===== config.mk =====
export PLATFORM = sky130hd
export DESIGN_NAME = serial_sub8
export DESIGN_NICKNAME = d
export VERILOG_FILES = /design/src/rtl/serial_sub8.sv
export SDC_FILE = /design/constraint.sdc
export NUM_CORES = 1
export LEC_CHECK = 0
export ABC_AREA = 0
export ABC_CLOCK_PERIOD_IN_PS = 1600
export BUFFER_PORTS_ARGS = -buffer_cell sky130_fd_sc_hd__buf_2
export CAP_MARGIN = 25
export CORE_MARGIN = 3
export CORE_UTILIZATION = 53
export CTS_CLUSTER_DIAMETER = 30
export CTS_CLUSTER_SIZE = 25
export DETAILED_ROUTE_END_ITERATION = 6
export PLACE_DENSITY_LB_ADDON = 0.12
export SETUP_SLACK_MARGIN = 0.05
export SLEW_MARGIN = 5
export SYNTH_ARGS = -nofsm -noshare
export SYNTH_HDL_FRONTEND = slang
export SYNTH_SLANG_ARGS = --single-unit

===== constraint.sdc =====
create_clock -name clk -period 1.6 [get_ports clk]
set_input_delay 0.32 -clock clk [delete_from_list [all_inputs] [get_ports clk]]
set_output_delay 0.32 -clock clk [all_outputs]
set_load 0.05 [all_outputs]

===== src/rtl/serial_sub8.sv =====
// Bit-serial subtractor: computes (a - b - borrow_in) one bit per clock,
// LSB first, and publishes the result and final borrow together on done.
module serial_sub8 #(
  parameter int WIDTH = 8
) (
  input  logic             clk,
  input  logic             rst_n,
  input  logic             start,
  input  logic [WIDTH-1:0] a,
  input  logic [WIDTH-1:0] b,
  input  logic             borrow_in,
  output logic             busy,
  output logic             done,
  output logic [WIDTH-1:0] y,
  output logic             borrow
);

  localparam int CW = (WIDTH > 1) ? $clog2(WIDTH) : 1;

  typedef enum logic [1:0] {
    S_IDLE,
    S_RUN,
    S_DONE
  } state_t;

  state_t           state_q, state_d;
  logic [WIDTH-1:0] a_q, a_d;
  logic [WIDTH-1:0] b_q, b_d;
  logic             br_q, br_d;
  logic [WIDTH-1:0] res_q, res_d;
  logic [CW-1:0]    cnt_q, cnt_d;
  logic             busy_q, busy_d;
  logic             done_q, done_d;
  logic [WIDTH-1:0] y_q, y_d;
  logic             borrow_q, borrow_d;
  logic             diff_bit;
  logic             br_next;

  // State and datapath registers; synchronous active-low reset clears everything.
  always_ff @(posedge clk) begin
    if (!rst_n) begin
      state_q  <= S_IDLE;
      a_q      <= '0;
      b_q      <= '0;
      br_q     <= 1'b0;
      res_q    <= '0;
      cnt_q    <= '0;
      busy_q   <= 1'b0;
      done_q   <= 1'b0;
      y_q      <= '0;
      borrow_q <= 1'b0;
    end else begin
      state_q  <= state_d;
      a_q      <= a_d;
      b_q      <= b_d;
      br_q     <= br_d;
      res_q    <= res_d;
      cnt_q    <= cnt_d;
      busy_q   <= busy_d;
      done_q   <= done_d;
      y_q      <= y_d;
      borrow_q <= borrow_d;
    end
  end

  // Next-state logic; operands shift right so bit 0 is always the active bit,
  // and busy/done are computed from the next state so they come out of flops.
  always_comb begin
    state_d  = state_q;
    a_d      = a_q;
    b_d      = b_q;
    br_d     = br_q;
    res_d    = res_q;
    cnt_d    = cnt_q;
    busy_d   = 1'b0;
    done_d   = 1'b0;
    y_d      = y_q;
    borrow_d = borrow_q;
    diff_bit = a_q[0] ^ b_q[0] ^ br_q;
    br_next  = (~a_q[0] & b_q[0]) | (~(a_q[0] ^ b_q[0]) & br_q);

    case (state_q)
      S_IDLE: begin
        if (start) begin
          a_d     = a;
          b_d     = b;
          br_d    = borrow_in;
          res_d   = '0;
          cnt_d   = '0;
          state_d = S_RUN;
          busy_d  = 1'b1;
        end
      end
      S_RUN: begin
        a_d   = a_q >> 1;
        b_d   = b_q >> 1;
        br_d  = br_next;
        res_d = {diff_bit, res_q[WIDTH-1:1]};
        if (cnt_q == CW'(WIDTH - 1)) begin
          state_d  = S_DONE;
          done_d   = 1'b1;
          y_d      = {diff_bit, res_q[WIDTH-1:1]};
          borrow_d = br_next;
        end else begin
          cnt_d  = cnt_q + CW'(1);
          busy_d = 1'b1;
        end
      end
      S_DONE: begin
        state_d = S_IDLE;
      end
      default: begin
        state_d = S_IDLE;
      end
    endcase
  end

  assign busy   = busy_q;
  assign done   = done_q;
  assign y      = y_q;
  assign borrow = borrow_q;

endmodule


# After elaboration in Yosys (flattened, before gate mapping)
# Cells that the tools add are included.
# classes
add_sub_neg	1
n_eq_ne	5
n_mux	18
bitwise_logic	7
n_reduce_logical	7
# ops
operator	n
one-hot mux 8 bit (2 select lines)	3
two-way mux 8 bit	3
AND reduction 2 bit	4
two-way mux 3 bit	2
inequality test 2 bit, second input constant	3
one-hot mux 3 bit (2 select lines)	1
two-way mux 1 bit	4
two-way mux 2 bit	2
one-hot mux 1 bit (2 select lines)	2
one-hot mux 2 bit (2 select lines)	1
adder 3 x 1 -> 3 bit, second input constant	1
equality test 3 bit, second input constant	1
AND reduction 3 bit	1
bitwise AND 1 bit	2
equality test 2 x 1 -> 1 bit, second input constant	1
logical NOT 2 bit	1
inverter 1 bit	2
nonzero test 2 bit	1
XOR 1 bit	2
bitwise OR 1 bit	1
# totals
regBits	41
input_bits	20
output_inout_bits	11
wordCells	48

# Longest topological paths before layout
# depth
word_depth	5
depth_mapped	6

# Worst setup path before layout
# OpenSTA, ideal clock, no wires.
# synth_timing
kind	register to register
startpoint	register cnt_q[0]
endpoint	register cnt_q[1]
setup_time_ns	0.132
arrival_time_ns	1.111
setup_slack_ns	0.357
path_stages_with_launch	6
n_path_buf	0
cell_sequence	dfxtp_1 > ha_1 > ha_1 > and2_1 > a32oi_1 > a21oi_1
# synth_via
elab_chain_cells	3
elab_cells_between_ends	6
cone_classes	add/sub: 1; eq/ne: 2; mux: 2; reduce/logical: 1
# synth_lines
element	line_no	source
from (decl)	31	logic [CW-1:0] cnt_q, cnt_d;
from (signal assigned)	58	cnt_q <= cnt_d;
adder 3 x 1 -> 3 bit / equality test 3 bit (equally long branches)	105, 99	
two-way mux 3 bit / inequality test 2 bit (equally long branches)	-	
one-hot mux 3 bit (2 select lines) / AND reduction 3 bit (equally long branches)	-	
# Parallel ways exist; a longest one is shown, timed or not. The select of a mux whose other input is x is not followed.
# A chain may end at the register's enable or synchronous reset.

# Worst setup path in the final report
# layout_timing
startpoint	register cnt_q[1]
endpoint	register cnt_q[2]
# Same word-level chain as after synthesis.

==> summary.txt <==
Vias in the first global route - 1,267
Synth cell types - 34
WL per Instance - 14.4 microns
Sink Count - 40
Multi-input gate area - 688 sq um
DIE AREA - 3740 sq um
1st-pass router iterations - 4
CP Max Fanout - 8
Period utilisation layout - 91.9%
Final Hold Viols - 0
Number of buffers created by CTS - 5
FP Rows - 19
Drc violations - 0
Slew headroom - 66.8%
CP delay by family, top - adder cells
Antenna violations before repair - 0
RSZ-0062 raised after global routing - false
Area of the core - 2830 sq um
DIE WIDTH - 61.2 microns
Fin area - 1790 sq um
Fillers - 266
Routed vias/inst - 5.80
Final-report max-slew violation count - 0
Starting density of the core - 57.1%
Crit. End Element - register
First DRT Iteration DRCs - 49
Leak - 0.718 nW
# hold bufs at CTS - 0
Layout area overhead - 11.2%
Critical Path Start - cnt_q[1]
Post-Syn Area - 1610 sq um
Antenna cells - 0
GPL Wtd Cong - 0.730
GRT Util Overall - 20.4%
Worst r2r src - cnt_q[1]
IO Port Bufs - 30
H-tree levels - 2
Placement-stage cell area - 1730 sq um
Fmax - 0.680 GHz
Ports - 31
#FFs+latches synth - 40
CP Capture Point - cnt_q[2]
Fin nets - 227
Post-CTS Resized - 0
Die height - 61.2 microns
Reg2reg setup slack - 0.13 ns
CTS clock-pin slew for the worst setup and hold paths - 0.11 ns
Largest net degree at the start of global routing - 29
Final HPWL DP - 2.29 mm
Synth Net Count - 199
Arr. time, crit path - 1.70 ns
Worst Tran Pin Value - 0.497 ns
FF-to-FF path depth - 6
CP Data Required Time - 1.83 ns
Total number of vias - 1,369
Startpoint Class - register
Max-cap violations - 0
Gr ovfl total - 0
WL final - 3.40 mm
Global-route wire length before repair - 5.58 mm
Mapped Cells - 176
Post-DRT Antenna Nets - 0
Clock Tree Buf Depth - 2
Outcome - finished clean
Register area share after synthesis - 49.6%
Crit-path cells - ha_1, ha_2, buf_4, nor2_1, a32oi_1, a21oi_1
Mapped Avg Cell Area - 9.17 sq um
CTS tree - yes
CP peak stage delay - 0.38 ns
Worst min path class - input pin to register
Power per cell area - 1000 nW/um^2
Worst reg2reg path endpoint - cnt_q[2]
Setup TNS - 0 ns
Ys Warns - 0
Insertion delay to the later sink of the worst-skew pair - 0.35 ns
Final hold slack - 0.246 ns
Final Setup Violations - 0
Worst vdd ir - 0.000596 V
Post-Route Skew - 0.00586 ns
Share of post-route cells with drive strength above 1 - 23.4%
Fin crit period - 1.47 ns
CP Class - register to register
Critical path's slowest cell - dfxtp_1
Critical path buffers and inverters - 1
Clock Tree Root - clkbuf_4
Postcts setup bufs - 0
Flip-flop and latch area - 802 sq um
Worst path depth - 6
cell usage in the layout, fill, tap and decap left out, types with 2 or more instances in the layout:
| master | instances |
|---|---|
| dfxtp_1 | 39 |
| buf_2 | 30 |
| a21oi_1 | 26 |
| nor2_1 | 14 |
| o22ai_1 | 13 |
| nand2_1 | 11 |
| o21ai_1 | 9 |
| nand3_1 | 8 |
| a22oi_1 | 7 |
| inv_1 | 5 |
| o21ai_0 | 5 |
| clkbuf_4 | 5 |
| buf_4 | 4 |
| nor3_1 | 3 |
| inv_2 | 2 |
| nand4_1 | 2 |
| a32oi_1 | 2 |
| a221oi_1 | 2 |
| clkbuf_1 | 2 |
worst min path at each step:
stage | startpoint | endpoint | slack (ns) | depth (start not counted)
after floorplan | res_q[1] | y[0] | 0.44 | 2
after global placement | y[7] | y[7] | 0.44 | 2
after detailed placement | y[5] | y[5] | 0.45 | 2
after CTS | b[7] | b_q[7] | 0.25 | 3
after global routing | a[7] | a_q[7] | 0.23 | 3
final | b[7] | b_q[7] | 0.25 | 3
metal layers:
| layer | global-route usage (%) | part of all wire, % |
|---|---|---|
| met1 | 27.6 | 48 |
| met2 | 30.7 | 46 |
| met3 | 6.29 | 4.4 |
| met4 | 7.43 | 1.2 |
| met5 | 0 | 0 |
power by group:
| group | internal, W | switching [W] | leakage, nW | total, W |
|---|---|---|---|---|
| clock | 0.000217 | 0.000311 | 0.0326 | 0.000528 |
| sequential | 0.00104 | 0.0000290 | 0.328 | 0.00107 |
| combinational | 0.0000844 | 0.000116 | 0.358 | 0.000200 |
| total | 0.00134 | 0.000456 | 0.718 | 0.00180 |
cells in the mapped netlist:
cell type,instances,area [sq um]
mux2i_1,1,10.0
a211oi_2,1,12.5
o21ba_4,1,16.3
buf_4,3,22.5
and2_1,1,6.26
dfxtp_1,40,801
buf_12,1,20.0
buf_1,1,3.75
o21ai_0,5,25.0
nand2b_2,1,8.76
o21ai_1,9,45.0
nand2_1,11,41.3
nand3b_1,1,7.51
nor2_1,14,52.6
inv_1,5,18.8
o21bai_4,1,18.8
nor4b_1,1,8.76
buf_2,2,10.0
nand4_1,2,12.5
a21oi_1,26,130
a221oi_1,2,17.5
ha_1,2,25.0
inv_2,2,7.51
buf_6,3,33.8
a31oi_1,1,6.26
o2bb2ai_1,1,8.76
nor3_1,3,15.0
a22oi_1,7,52.6
fa_1,1,20.0
nand3_1,8,40.0
nor2b_1,1,6.26
o22ai_1,13,81.3
clkbuf_1,3,11.3
a32oi_1,2,17.5
registers in the layout (all words and copies together) (netlist names):
register  cells
state_q       2
cnt_q         3
done          1
res_q         7
a_q           8
br_q          1
busy          1
b_q           8
y             8
borrow        1
metrics by stage:
step | util (%) | cells | setup WS [ns] | power (W)
2_1_floorplan | - | 176 | 0.357 | 0.00125
6_report | 63.4 | 236 | 0.129 | 0.00180
5_1_grt | 63.4 | 236 | 0.0588 | 0.00189
4_1_cts | 63.3 | 236 | 0.0625 | 0.00180
3_5_place_dp | 61.2 | 228 | 0.0885 | 0.00129
3_3_place_gp | 61.2 | 228 | 0.216 | 0.00128
final cells by class:
cell class	instances	area share, %
multi-input cells	116	38.4
flip-flops and latches	40	44.7
clock buffers	8	3.28
repair buffers	34	10.0
inverters	7	1.46
well taps	31	2.16
tightest hold or removal path, delay by kind of cell:
| family | cells | cell delay (ns) |
|---|---|---|
| buf+inv | 1 | 0.10 |
| compound gates | 1 | 0.06 |
| simple gates | 1 | 0.07 |
cell families after synthesis:
family                   after synthesis  synth area share (%)
multiplexers                           1                 0.620
flip-flops                            40                  49.6
buffers and inverters                 20                  7.91
AO/OA/AOI/OAI                         69                  26.7
AND/OR/NAND/NOR                       43                  12.3
adder cells (fa/ha/maj)                3                  2.79
Power figures use the tool's default switching activity.
